File: config.mk
export PLATFORM = sky130hd
export DESIGN_NAME = mem_burst_reader
export DESIGN_NICKNAME = d
export VERILOG_FILES = /design/src/rtl/mem_burst_reader.sv
export SDC_FILE = /design/constraint.sdc
export NUM_CORES = 1
export LEC_CHECK = 0
export BUFFER_PORTS_ARGS = -buffer_cell sky130_fd_sc_hd__buf_2
export CORE_UTILIZATION = 58
export CTS_BUF_LIST = sky130_fd_sc_hd__clkbuf_8
export DETAILED_ROUTE_END_ITERATION = 7
export PLACE_DENSITY = 0.87
export SETUP_SLACK_MARGIN = 0.2
export SLEW_MARGIN = 10
export SYNTH_ARGS = -nofsm -noshare
export SYNTH_HDL_FRONTEND = slang
export SYNTH_SLANG_ARGS = --single-unit
File: constraint.sdc
create_clock -name clk -period 3.7 [get_ports clk]
set_input_delay 0.37 -clock clk [delete_from_list [all_inputs] [get_ports clk]]
set_output_delay 0.37 -clock clk [all_outputs]
set_load 0.005 [all_outputs]
File: src/rtl/mem_burst_reader.sv
// Burst reader: streams consecutive words from a synchronous memory onto a
// valid/ready port through a small credit-managed output FIFO.
//
// state   | meaning
// --------+---------------------------------------------------------
// S_IDLE  | waiting for start
// S_RUN   | issuing reads while FIFO credit allows
// S_DRAIN | all reads issued, emptying FIFO to the consumer
// S_DONE  | one-cycle done pulse, then back to idle
module mem_burst_reader #(
    parameter int ADDR_W     = 10,
    parameter int DATA_W     = 32,
    parameter int LEN_W      = 11,
    parameter int FIFO_DEPTH = 4
) (
    input  logic              clk,
    input  logic              rst_n,
    input  logic              start,
    input  logic [ADDR_W-1:0] start_addr,
    input  logic [LEN_W-1:0]  length,
    input  logic              abort,
    output logic              busy,
    output logic              done,
    output logic              mem_rd_en,
    output logic [ADDR_W-1:0] mem_addr,
    input  logic [DATA_W-1:0] mem_rd_data,
    output logic              out_valid,
    input  logic              out_ready,
    output logic [DATA_W-1:0] out_data,
    output logic              out_last
);

    localparam int PTR_W = $clog2(FIFO_DEPTH);
    localparam int CNT_W = PTR_W + 1;

    typedef enum logic [1:0] {S_IDLE, S_RUN, S_DRAIN, S_DONE} state_t;

    state_t              state_q, state_d;
    logic [ADDR_W-1:0]   addr_q, addr_d;
    logic [LEN_W-1:0]    issue_rem_q, issue_rem_d;
    logic [LEN_W-1:0]    pop_rem_q, pop_rem_d;
    logic                inflight_q, inflight_d;
    logic [DATA_W-1:0]   fifo_mem_q [FIFO_DEPTH];
    logic [DATA_W-1:0]   fifo_mem_d [FIFO_DEPTH];
    logic [PTR_W-1:0]    wr_ptr_q, wr_ptr_d;
    logic [PTR_W-1:0]    rd_ptr_q, rd_ptr_d;
    logic [CNT_W-1:0]    fifo_count_q, fifo_count_d;
    logic                busy_q, busy_d;
    logic                done_q, done_d;

    logic                pop;
    logic [CNT_W-1:0]    occ_next;

    assign out_valid = (fifo_count_q != '0);
    assign out_data  = fifo_mem_q[rd_ptr_q];
    assign out_last  = out_valid && (pop_rem_q == LEN_W'(1));
    assign pop       = out_valid && out_ready;
    assign busy      = busy_q;
    assign done      = done_q;
    assign mem_addr  = addr_q;

    // Credit: entries held plus the read in flight, minus this cycle's pop.
    assign occ_next  = fifo_count_q + CNT_W'(inflight_q) - CNT_W'(pop);
    assign mem_rd_en = (state_q == S_RUN) && (issue_rem_q != '0)
                       && (occ_next < CNT_W'(FIFO_DEPTH));

    always_comb begin
        state_d      = state_q;
        addr_d       = addr_q;
        issue_rem_d  = issue_rem_q;
        pop_rem_d    = pop_rem_q;
        inflight_d   = mem_rd_en;
        fifo_mem_d   = fifo_mem_q;
        wr_ptr_d     = wr_ptr_q;
        rd_ptr_d     = rd_ptr_q;
        fifo_count_d = occ_next;

        if (inflight_q) begin
            fifo_mem_d[wr_ptr_q] = mem_rd_data;
            wr_ptr_d             = wr_ptr_q + 1'b1;
        end
        if (pop) begin
            rd_ptr_d  = rd_ptr_q + 1'b1;
            pop_rem_d = pop_rem_q - 1'b1;
        end

        case (state_q)
            S_IDLE: begin
                if (start) begin
                    if (length != '0) begin
                        state_d     = S_RUN;
                        addr_d      = start_addr;
                        issue_rem_d = length;
                        pop_rem_d   = length;
                    end else begin
                        state_d = S_DONE;
                    end
                end
            end
            S_RUN: begin
                if (mem_rd_en) begin
                    addr_d      = addr_q + 1'b1;
                    issue_rem_d = issue_rem_q - 1'b1;
                    if (issue_rem_q == LEN_W'(1)) state_d = S_DRAIN;
                end
            end
            S_DRAIN: begin
                if (pop && (pop_rem_q == LEN_W'(1))) state_d = S_DONE;
            end
            S_DONE:  state_d = S_IDLE;
            default: state_d = S_IDLE;
        endcase

        // Abort wins over everything: a read already issued is simply never captured.
        if (abort && (state_q != S_IDLE)) begin
            state_d      = S_IDLE;
            inflight_d   = 1'b0;
            fifo_count_d = '0;
            wr_ptr_d     = '0;
            rd_ptr_d     = '0;
            issue_rem_d  = '0;
            pop_rem_d    = '0;
        end

        busy_d = (state_d == S_RUN) || (state_d == S_DRAIN);
        done_d = (state_d == S_DONE);
    end

    always_ff @(posedge clk or negedge rst_n) begin
        if (!rst_n) begin
            state_q      <= S_IDLE;
            addr_q       <= '0;
            issue_rem_q  <= '0;
            pop_rem_q    <= '0;
            inflight_q   <= 1'b0;
            wr_ptr_q     <= '0;
            rd_ptr_q     <= '0;
            fifo_count_q <= '0;
            busy_q       <= 1'b0;
            done_q       <= 1'b0;
            for (int i = 0; i < FIFO_DEPTH; i++) fifo_mem_q[i] <= '0;
        end else begin
            state_q      <= state_d;
            addr_q       <= addr_d;
            issue_rem_q  <= issue_rem_d;
            pop_rem_q    <= pop_rem_d;
            inflight_q   <= inflight_d;
            wr_ptr_q     <= wr_ptr_d;
            rd_ptr_q     <= rd_ptr_d;
            fifo_count_q <= fifo_count_d;
            busy_q       <= busy_d;
            done_q       <= done_d;
            fifo_mem_q   <= fifo_mem_d;
        end
    end

    assert property (@(posedge clk) disable iff (!rst_n)
        !(inflight_q && !pop && (fifo_count_q == CNT_W'(FIFO_DEPTH))));

endmodule
==> impl_metrics.py <==
metrics = {
    "outcome": {
        "result_of_the_run": "finished clean",
    },
    "grt": {
        "wire_length_of_the_first_global_routing_pass_um": 27400,
        "grt_use_total": 0.247,
        "grt_max_degree": 119,
        "number_of_antenna_violations_at_the_first_check_in_global_routing": 0,
        "grt_pass1_vias": 5551,
        "grt_overflow": 0,
    },
    "routing": {
        "count_of_unresolved_drc_violations_after_routing": 0,
        "initialDrtViolationCount": 372,
        "drtAntennaViolNets": 0,
        "route.detailed.wl_per_inst_um": 18.7,
        "via_count": 5355,
        "detail_route.wirelength_um": 16800,
        "via_per_inst": 5.98,
        "drt_pass_1_iters": 5,
    },
    "worst_hold_path": {
        "min-delay-path-class": "primary input to async pin",
    },
    "timing": {
        "period_share": 0.876,
        "setup_viol_count_final": 0,
        "layout_min_cycle_time_ns": 3.24,
        "final-max-slew-violation-count": 0,
        "clock-skew-final_ns": 0.00762,
        "final.setup.tns_ns": 0,
        "fmax_mhz": 309,
        "maxSlewHeadroom": 0.278,
        "worst-slew-pin-transition_ns": 1.08,
        "rsz0062_at_grt": "false",
        "final_hold_viol_count": 0,
    },
    "power": {
        "worst_ir_drop_vdd_mv": 0.408,
        "total_power_mw": 7.94,
        "leakagePower_nw": 3.97,
        "power_density_nw_per_um2": 865,
    },
    "logic_synthesis": {
        "postSynthAreaPerCell_um2": 13.3,
        "yosys.cell_count.top_type": "sky130_fd_sc_hd__dfrtp_1",
        "number_of_nets_produced_by_synthesis": 680,
        "yosysWarnings": 0,
        "post-synth-top-area-fraction": 0.531,
        "synth_top_flop_cell": "sky130_fd_sc_hd__dfrtp_1",
        "netlist_top_cells_count": "sky130_fd_sc_hd__dfrtp_1, sky130_fd_sc_hd__mux2_2, sky130_fd_sc_hd__a21oi_1, sky130_fd_sc_hd__mux4_2, sky130_fd_sc_hd__nor2_1",
        "synthesis.instances": 610,
        "ys_top_cells_by_area": "sky130_fd_sc_hd__dfrtp_1, sky130_fd_sc_hd__mux2_2, sky130_fd_sc_hd__mux4_2",
        "yosysSeqAreaShare": 0.531,
        "synth_area_leader": "sky130_fd_sc_hd__dfrtp_1",
        "async_flop_share": 1.00,
        "syn_area_um2": 8110,
        "yosys_register_bits": 172,
        "synth_edf_count": 0,
        "synth.lib_cells_used.distinct": 54,
    },
    "setup_path": {
        "cells_traversed_along_the_worst_timing_path": "o31ai_2 > buf_4 > nor2_1 > fa_1 > xnor3_1 > nand2_1 > nor2_1 > buf_2",
        "critical_path_required_ns": 3.33,
        "path_common_cell": "sky130_fd_sc_hd__nor2_1",
        "worst-setup-path-type": "flip-flop to output port",
        "critical-path-slowest-cell": "sky130_fd_sc_hd__o31ai_2",
        "count_of_buffer_and_inverter_cells_on_the_critical_path": 2,
        "endpoint_kind": "output port",
        "path_delay_family": "compound AO/OA/AOI/OAI gates",
        "worstSetupStartpointType": "flip-flop",
        "worst_reg2reg_setup_slack_ns": 0.62,
        "timing.rr.end": "issue_rem_q[3]",
        "data_arrival_time_at_the_worst_slack_endpoint_ns": 2.87,
        "regToRegStartpoint": "fifo_count_q[1]",
        "critical_path.max_stage_delay_ns": 0.50,
        "r2r_cells": 9,
        "critPathMaxFanout": 6,
    },
    "final_layout": {
        "regArea_um2": 4310,
        "multi_input_comb_area_um2": 3640,
        "design.final.nets": 776,
        "fillCellCount": 974,
        "layout-drive-gt1-share": 0.438,
        "syn2layout_area_growth_pct": 13.2,
    },
    "job": {
        "cap_viol_max_count": 0,
    },
    "clock_tree": {
        "ctsHtreeMaxLevel": 4,
        "clk_root_buffer_cell": "sky130_fd_sc_hd__clkbuf_8",
        "cts-buffers-inserted": 17,
        "clockBufferDepth": 2,
        "cts_tree": "built",
        "cts.clk_slew.worst_paths_ns": 0.08,
        "insertion_delay_ns": 0.45,
        "cts.repair_timing.setup_buffer_count": 0,
        "cts_sinks": 172,
    },
    "floorplan": {
        "fp.dieH_um": 120,
        "placeableCoreArea_um2": 13500,
        "row_count": 42,
        "ioPinCount": 105,
        "initial_core_util": 0.603,
        "floorplan.die_area_um2": 14500,
        "floorplan.die.width_um": 120,
    },
    "place": {
        "detailedPlacementHpwl_um": 11200,
        "io_buffer_count": 104,
        "globalplace.congestion": 0.841,
    },
}
[what timing repair did]
item	CTS	global route
setup endpoints to repair	0	4
gates resized for setup	0	2
hold buffers	0	0
[cell usage in the layout (no fill, tap or decap), types with 2 or more instances in the layout]
cell                         synthesis  routed
sky130_fd_sc_hd__a31oi_1             2       2
sky130_fd_sc_hd__ha_1               11      11
sky130_fd_sc_hd__mux2_2            128     128
sky130_fd_sc_hd__and3_1              4       4
sky130_fd_sc_hd__nand4_1             2       2
sky130_fd_sc_hd__nor3b_1             4       4
sky130_fd_sc_hd__buf_4               1       9
sky130_fd_sc_hd__o22a_1              2       2
sky130_fd_sc_hd__mux4_2             32      32
sky130_fd_sc_hd__xnor2_1             8       8
sky130_fd_sc_hd__buf_2               4     103
sky130_fd_sc_hd__inv_1               8      11
sky130_fd_sc_hd__xor2_1              8       8
sky130_fd_sc_hd__clkinvlp_4          0       4
sky130_fd_sc_hd__a21oi_1            32      32
sky130_fd_sc_hd__clkinv_2            0       3
sky130_fd_sc_hd__nor2_1             32      32
sky130_fd_sc_hd__dfrtp_1           172     171
sky130_fd_sc_hd__o21ai_1             3       3
sky130_fd_sc_hd__nor2b_1             3       3
sky130_fd_sc_hd__clkinv_4            0       2
sky130_fd_sc_hd__a211o_1             2       2
sky130_fd_sc_hd__nand2_1            29      25
sky130_fd_sc_hd__nor4_1              6       6
sky130_fd_sc_hd__clkbuf_8            0      19
sky130_fd_sc_hd__nand3_1             9       9
sky130_fd_sc_hd__nand2_2             0       4
sky130_fd_sc_hd__or3_1               5       5
sky130_fd_sc_hd__mux2i_1             4       4
sky130_fd_sc_hd__o21ai_0            24      24
sky130_fd_sc_hd__o41ai_1             2       2
sky130_fd_sc_hd__a211oi_1            4       4
sky130_fd_sc_hd__or4_1               3       3
sky130_fd_sc_hd__nor3_1             11      11
[layout make-up]
cell class                 count  share of cell area
antenna                        1            0.000273
clock inverter                13              0.0113
inverter                       8             0.00327
tap                          176              0.0240
sequential                   172               0.469
multi-input combinational    393               0.397
timing repair buffer         114              0.0669
clock buffer                  19              0.0285
[flip-flops by register name (all words and copies together) (netlist names)]
register / count
fifo_mem_q: 128
issue_rem_q: 11
pop_rem_q: 11
mem_addr: 10
fifo_count_q: 3
rd_ptr_q: 2
state_q: 2
wr_ptr_q: 2
busy: 1
done: 1
inflight_q: 1
[cells by family (layout without fill, tap and decap cells)]
kind of cell	after synthesis	in the layout	share of synthesized area
buffers and inverters	45	154	0.0228
XOR/XNOR	17	17	0.0201
other	0	1	0
flip-flops	172	172	0.531
AND/OR/NAND/NOR	116	116	0.0710
AO/OA/AOI/OAI	84	84	0.0642
adder cells (fa/ha/maj)	12	12	0.0194
multiplexers	164	164	0.272
[worst register-to-register path, cell delays in order (launching register included)]
cell                      delay (ns)
sky130_fd_sc_hd__dfrtp_1        0.44
sky130_fd_sc_hd__o31ai_2        0.50
sky130_fd_sc_hd__buf_4          0.22
sky130_fd_sc_hd__nor2_1         0.05
sky130_fd_sc_hd__fa_1           0.40
sky130_fd_sc_hd__xnor3_1        0.26
sky130_fd_sc_hd__nand2_1        0.17
sky130_fd_sc_hd__o21ai_4        0.48
sky130_fd_sc_hd__o21ai_0        0.17
sky130_fd_sc_hd__a31o_2         0.28
[power breakdown]
part | internal [mW] | switching, mW | leakage (nW)
combinational | 1.87 | 1.45 | 1.74
sequential | 2.77 | 0.638 | 2.04
clock | 0.557 | 0.652 | 0.187
total | 5.20 | 2.74 | 3.97
[metrics by stage]
step / hold WS [ns] / setup slack, ns / util / area, um^2 / std cells
6_report: 0.0538 / 0.461 / 0.682 / 9180 / 896
5_1_grt: 0.119 / 0.321 / 0.682 / 9180 / 895
4_1_cts: 0.0998 / 0.278 / 0.681 / 9160 / 895
3_5_place_dp: 0.488 / 0.294 / 0.654 / 8800 / 863
3_3_place_gp: 0.481 / 0.503 / 0.654 / 8800 / 863
2_1_floorplan: 0.0744 / 0.964 / - / 8110 / 610
[how the worst max path moves through the flow]
| stage | from | end | slack (ns) | cells after the start |
|---|---|---|---|---|
| 6_report | fifo_count_q[1] | mem_rd_en | 0.46 | 8 |
| 2_1_floorplan | fifo_count_q[1] | issue_rem_q[2] | 0.96 | 9 |
| 4_1_cts | fifo_count_q[1] | issue_rem_q[3] | 0.28 | 9 |
| 3_3_place_gp | fifo_count_q[1] | issue_rem_q[3] | 0.50 | 9 |
| 5_1_grt | fifo_count_q[1] | mem_rd_en | 0.32 | 8 |
| 3_5_place_dp | fifo_count_q[1] | issue_rem_q[3] | 0.29 | 9 |
[per-layer routing]
layer	global-route usage	part of all wire	vias to the layer above
met4	0.0841	0.013	0
met2	0.428	0.52	144
met3	0.0538	0.055	19
li1	-	-	2443
met5	0	0	-
met1	0.308	0.41	2749
No activity file was read; power rests on OpenSTA's default activity.
